===== src/rtl/i_reg_wb_scheduler_pkg.sv =====
// Shared types for the integer register file writeback path: register names,
// data bus, writeback request record and the busy scoreboard.
package i_reg_wb_scheduler_pkg;

  typedef enum logic [4:0] {
    X0,  X1,  X2,  X3,  X4,  X5,  X6,  X7,
    X8,  X9,  X10, X11, X12, X13, X14, X15,
    X16, X17, X18, X19, X20, X21, X22, X23,
    X24, X25, X26, X27, X28, X29, X30, X31
  } i_register_e;

  typedef logic [31:0] data_bus_t;

  localparam int N_WB_REQ = 4;

  typedef struct packed {
    logic        valid;
    i_register_e addr;
    data_bus_t   data;
  } wb_req_t;

  typedef logic [31:0] scoreboard_t;

endpackage


===== src/rtl/wb_prio_arbiter.sv =====
// Fixed-priority arbiter with per-requester aging counters; a requester that
// has lost STARVE_LIMIT cycles in a row outranks the base priority order.
module wb_prio_arbiter #(
  parameter int N_REQ        = 4,
  parameter int STARVE_LIMIT = 7,
  parameter int CNT_W        = $clog2(STARVE_LIMIT + 1)
) (
  input  logic             clk,
  input  logic             rst_n,
  input  logic [N_REQ-1:0] valid,
  output logic [N_REQ-1:0] grant
);

  logic [CNT_W-1:0] age [N_REQ];
  logic [N_REQ-1:0] starved;
  logic [N_REQ-1:0] pick;

  always_comb begin
    starved = '0;
    for (int i = 0; i < N_REQ; i++) begin
      starved[i] = valid[i] && (age[i] == CNT_W'(STARVE_LIMIT));
    end
  end

  // Isolating the lowest set bit of the candidate set gives the fixed-priority winner.
  assign pick  = (|starved) ? starved : valid;
  assign grant = rst_n ? (pick & (~pick + N_REQ'(1))) : '0;

  always_ff @(posedge clk or negedge rst_n) begin
    if (!rst_n) begin
      for (int i = 0; i < N_REQ; i++) begin
        age[i] <= '0;
      end
    end else begin
      for (int i = 0; i < N_REQ; i++) begin
        if (valid[i] && !grant[i]) begin
          if (age[i] != CNT_W'(STARVE_LIMIT)) begin
            age[i] <= age[i] + CNT_W'(1);
          end
        end else begin
          age[i] <= '0;
        end
      end
    end
  end

endmodule


===== src/rtl/i_reg_wb_scheduler.sv =====
// Integer register file writeback scheduler: arbitrates the single write port
// among the writeback units and tracks pending destinations for decode stalls.
module i_reg_wb_scheduler
  import i_reg_wb_scheduler_pkg::*;
#(
  parameter int N_REQ        = N_WB_REQ,
  parameter int STARVE_LIMIT = 7,
  parameter int CNT_W        = $clog2(STARVE_LIMIT + 1)
) (
  input  logic        clk_i,
  input  logic        rst_n_i,
  input  logic        issue_valid_i,
  input  i_register_e issue_rd_i,
  input  i_register_e issue_rs1_i,
  input  i_register_e issue_rs2_i,
  output logic        issue_stall_o,
  input  logic [N_REQ-1:0] wb_valid_i,
  input  i_register_e wb_addr_i [N_REQ],
  input  data_bus_t   wb_data_i [N_REQ],
  output logic [N_REQ-1:0] wb_ready_o,
  output logic        rf_we_o,
  output i_register_e rf_waddr_o,
  output data_bus_t   rf_wdata_o,
  output scoreboard_t busy_o
);

  wb_req_t     reqs [N_REQ];
  logic [N_REQ-1:0] grant;
  logic        sel_valid;
  i_register_e sel_addr;
  data_bus_t   sel_data;
  scoreboard_t busy;
  scoreboard_t busy_next;
  logic        issue_accept;

  always_comb begin
    for (int i = 0; i < N_REQ; i++) begin
      reqs[i] = '{valid: wb_valid_i[i], addr: wb_addr_i[i], data: wb_data_i[i]};
    end
  end

  wb_prio_arbiter #(
    .N_REQ        (N_REQ),
    .STARVE_LIMIT (STARVE_LIMIT),
    .CNT_W        (CNT_W)
  ) u_arbiter (
    .clk   (clk_i),
    .rst_n (rst_n_i),
    .valid (wb_valid_i),
    .grant (grant)
  );

  assign wb_ready_o = grant;

  always_comb begin
    sel_valid = 1'b0;
    sel_addr  = X0;
    sel_data  = '0;
    for (int i = 0; i < N_REQ; i++) begin
      if (grant[i] && reqs[i].valid) begin
        sel_valid = 1'b1;
        sel_addr  = reqs[i].addr;
        sel_data  = reqs[i].data;
      end
    end
  end

  assign issue_stall_o = issue_valid_i &
                         (busy[issue_rs1_i] | busy[issue_rs2_i] | busy[issue_rd_i]);
  assign issue_accept  = issue_valid_i & ~issue_stall_o;

  // Clear tracks the register file write itself, so readers stall through the write cycle; set wins on collision.
  always_comb begin
    busy_next = busy;
    if (rf_we_o) begin
      busy_next[rf_waddr_o] = 1'b0;
    end
    if (issue_accept && (issue_rd_i != X0)) begin
      busy_next[issue_rd_i] = 1'b1;
    end
    busy_next[0] = 1'b0;
  end

  always_ff @(posedge clk_i or negedge rst_n_i) begin
    if (!rst_n_i) begin
      rf_we_o    <= 1'b0;
      rf_waddr_o <= X0;
      rf_wdata_o <= '0;
      busy       <= '0;
    end else begin
      rf_we_o <= sel_valid && (sel_addr != X0);
      if (sel_valid) begin
        rf_waddr_o <= sel_addr;
        rf_wdata_o <= sel_data;
      end
      busy <= busy_next;
    end
  end

  assign busy_o = busy;

endmodule


===== config.mk =====
export PLATFORM = sky130hd
export DESIGN_NAME = i_reg_wb_scheduler
export DESIGN_NICKNAME = d
export VERILOG_FILES = /design/src/rtl/i_reg_wb_scheduler_pkg.sv /design/src/rtl/wb_prio_arbiter.sv /design/src/rtl/i_reg_wb_scheduler.sv
export SDC_FILE = /design/constraint.sdc
export NUM_CORES = 1
export LEC_CHECK = 0
export CAP_MARGIN = 10
export CORE_MARGIN = 2
export CORE_UTILIZATION = 45
export DETAILED_ROUTE_END_ITERATION = 6
export GPL_ROUTABILITY_DRIVEN = 1
export GPL_TIMING_DRIVEN = 1
export PLACE_DENSITY = 0.93
export SLEW_MARGIN = 40
export SYNTH_ARGS = -nofsm -noshare
export SYNTH_HDL_FRONTEND = slang
export SYNTH_SLANG_ARGS = --single-unit

===== constraint.sdc =====
create_clock -name clk_i -period 7.2 [get_ports clk_i]
set_input_delay 1.08 -clock clk_i [delete_from_list [all_inputs] [get_ports clk_i]]
set_output_delay 1.08 -clock clk_i [all_outputs]
set_load 0.02 [all_outputs]

==> results.sh <==
export IMPL_area_growth_syn_to_layout_pct=52.19
export IMPL_worst_path_buf_inv=3
export IMPL_post_route_drc_count=7
export IMPL_worst_pin_slew_ps=795.7
export IMPL_clkTransAtPathRegs_ps=60
export IMPL_synth_distinct_cells=56
export IMPL_pre_cts_ws_ps=1591
export IMPL_hpwlAfterDp_mm=16.08
export IMPL_place_gp_congestion=0.9977
export IMPL_end_kind="output port"
export IMPL_timing_final_crit_period_ps=5415
export IMPL_coreArea_mm2=0.01142
export IMPL_totalWireLength_mm=21.64
export IMPL_initial_core_utilization_pct=46.27
export IMPL_ys_warn_count=0
export IMPL_vias_per_cell=6.449
export IMPL_startpoint="issue_rs1_i[2]"
export IMPL_htreeDepth=3
export IMPL_final_setup_skew_ps=6.565
export IMPL_cpLargestDelayFamily="buffers and inverters"
export IMPL_clock_sinks=81
export IMPL_path_cells="clkdlybuf4s50_1 -> nor2b_1 -> a2111oi_0 -> a311oi_1 -> a2111oi_0 -> nand3_1 -> buf_4 -> o31a_1 -> clkdlybuf4s50_1"
export IMPL_setup_tns_ps=0
export IMPL_die_w_um=112.4
export IMPL_largest_net_degree_at_the_start_of_global_routing=48
export IMPL_regToRegStartpoint="u_arbiter.age[0]$_DFFE_PN0P_"
export IMPL_layout_cells_most_common="clkdlybuf4s50_1"
export IMPL_wl_per_cell_um=22.83
export IMPL_post_cts_resized=0
export IMPL_cts_setup_buffers=0
export IMPL_detail_route_iter0_violations=725
export IMPL_post_route_cells_drive_above_1_share_pct=5.853
export IMPL_fin_hold_ws_ps=495.1
export IMPL_layout_common_cells="clkdlybuf4s50_1 (241), dfrtp_1 (81), nand2_1 (66), o21ai_0 (59), nor2_1 (37)"
export IMPL_final_setup_worst_slack_ps=1785
export IMPL_crit_path_start_kind="input pin"
export IMPL_cts_tree="built"
export IMPL_vias_in_the_first_global_route=6205
export IMPL_grt_first_pass_wirelength_mm=33.31
export IMPL_synth_top_flop_cell="dfrtp_1"
export IMPL_worst_hold_path_type="reg -> reg"
export IMPL_critPathMaxFanout=32
export IMPL_timing_critical_path_slowest_stage_cell="clkdlybuf4s50_1"
export IMPL_synth_seq_cells=81
export IMPL_ir_drop_mv=0.2370
export IMPL_power_per_cell_area_mw_per_mm2=271.2
export IMPL_critical_path_at_ps=4330
export IMPL_cts_path_max_buffers=2
export IMPL_fin_total_pwr_uw=2181
export IMPL_worstPathRequired_ps=6120
export IMPL_io_pin_count=245
export IMPL_cts_root_buffer="clkbuf_16"
export IMPL_slew_limit_headroom_pct=46.79
export IMPL_die_height_um=112.4
export IMPL_synth_cell_area_mm2=0.005284
export IMPL_violations="DRC"
export IMPL_timing_final_max_slew_violations=0
export IMPL_worst_skew_pair_late_latency_ps=340
export IMPL_fin_util_pct=70.43
export IMPL_fp_dieArea_mm2=0.01262
export IMPL_grt_overflow_total=0
export IMPL_timing_setup_critical_path_class="in -> out"
export IMPL_grt_setup_unrepaired="false"
export IMPL_max_freq_mhz=184.7
export IMPL_max_cap_violations=0
export IMPL_seq_area_frac_synth_pct=38.36
export IMPL_synth_net_count=764
export IMPL_grt_usage_pct=33.66
export IMPL_drtAntennaViolNets=0
export IMPL_grt_antenna_before_repair=2
export IMPL_critPathMaxStageDelay_ps=990
export IMPL_num_rows=39
export IMPL_syn_mean_instance_area_um2=9.017
export IMPL_first_pass_iters=7
export IMPL_numPortBuffers=243
export IMPL_run_status="complete, but fails checks"
export IMPL_min_period_over_period_pct=75.20
export IMPL_timing_final_hold_violations=0
export IMPL_finish_net_count=977
export IMPL_holdCritStartpoint="rf_wdata_o[24]$_DFFE_PN0P_"
export IMPL_synthArstFlopShare_pct=100.0
export IMPL_cts_hold_buffers_added=0
export IMPL_postSynthCellCount=586
export IMPL_num_vias=6114
export IMPL_cts_buffers_inserted=9
export IMPL_leakage_uw=0.003134
export IMPL_setup_viol=0
export IMPL_edff_count_synth=0
[synthesized netlist by cell type, types with 3 or more instances]
master	number	area [µm²]
o21ai_0	59	295.3
a22oi_1	11	82.58
nand2_1	66	247.7
nand3_1	23	115.1
mux2i_1	29	290.3
buf_2	8	40.04
inv_1	7	26.28
buf_6	4	45.04
a2111oi_0	3	26.28
or2_2	3	18.77
o21ai_1	29	145.1
nand3b_1	10	75.07
clkbuf_1	33	123.9
nor2b_1	14	87.58
a221o_1	17	170.2
nor2_1	38	142.6
a222oi_1	15	150.1
dfrtp_1	81	2027
or3b_2	3	26.28
or4_1	31	232.7
nor3_1	4	20.02
a221oi_1	8	70.07
or3_1	4	25.02
buf_1	3	11.26
o22ai_1	8	50.05
mux4_2	10	225.2
a21oi_1	18	90.09
ha_1	8	100.1
[where the power goes]
part | internal (µW) | switching [µW]
Combinational | 466 | 454
Clock | 277 | 191
Sequential | 580 | 213
Total | 1320 | 858
[logic make-up after synthesis]
family          synth area share (%)
mux                            10.18
buf+inv                        4.949
compound gates                 24.13
flops                          38.36
fa+ha+maj                      1.894
xor+xnor                      0.4974
other cells                  0.07097
simple gates                   19.91
[metal layers]
| metal | wire, µm | global-route usage (%) | up-vias | part of all wire [%] |
|---|---|---|---|---|
| li1 | - | - | 2681 | - |
| met1 | 7984 | 42.78 | 2937 | 37 |
| met2 | 10730 | 57.03 | 437 | 50 |
| met3 | 2261 | 6.803 | 59 | 10 |
| met4 | 663 | 12.60 | 0 | 3.1 |
| met5 | 0 | 0 | - | 0 |
[layout make-up]
cell class              count  area, µm²
repair buffers            252       2492
clock buffers              11      242.7
clock inverters             4      53.80
flip-flops and latches     81       2027
well taps                 143      178.9
fillers                   875       3377
diodes                      2      5.005
inverters                   7      26.28
multi-input cells         448       3015
[path summary, 6_finish.rpt]
| kind | cells after the start | end | slack (ps) |
|---|---|---|---|
| max | 9 | issue_stall_o | 1790 |
| max in group asynchronous | 2 | u_arbiter.age[1]$_DFFE_PN0P_ | 5450 |
| max reg2reg | 11 | rf_we_o$_DFF_PN0_ | 3700 |
| min | 2 | rf_wdata_o[24]$_DFFE_PN0P_ | 500 |
| min in group asynchronous | 1 | u_arbiter.age[7]$_DFFE_PN0P_ | 740 |
| min reg2reg | 2 | rf_wdata_o[24]$_DFFE_PN0P_ | 500 |
[worst min-delay path, delay by kind of cell (launching register included)]
family | cells | cell delay [ps]
flops | 1 | 340
simple gates | 2 | 120
[state kept, by name, summed over array words and instances, names as in the netlist]
| signal | flops |
|---|---|
| u_arbiter.age | 12 |
| rf_we_o | 1 |
| rf_wdata_o | 32 |
| busy_o | 31 |
| rf_waddr_o | 5 |
[stage by stage]
stage | instance area (µm²) | cells
global route | 8041 | 948
global placement | 7744 | 931
finish | 8041 | 948
floorplan | 5284 | 586
CTS | 8040 | 946
detailed placement | 7744 | 931
No activity file was read; power rests on OpenSTA's default activity.
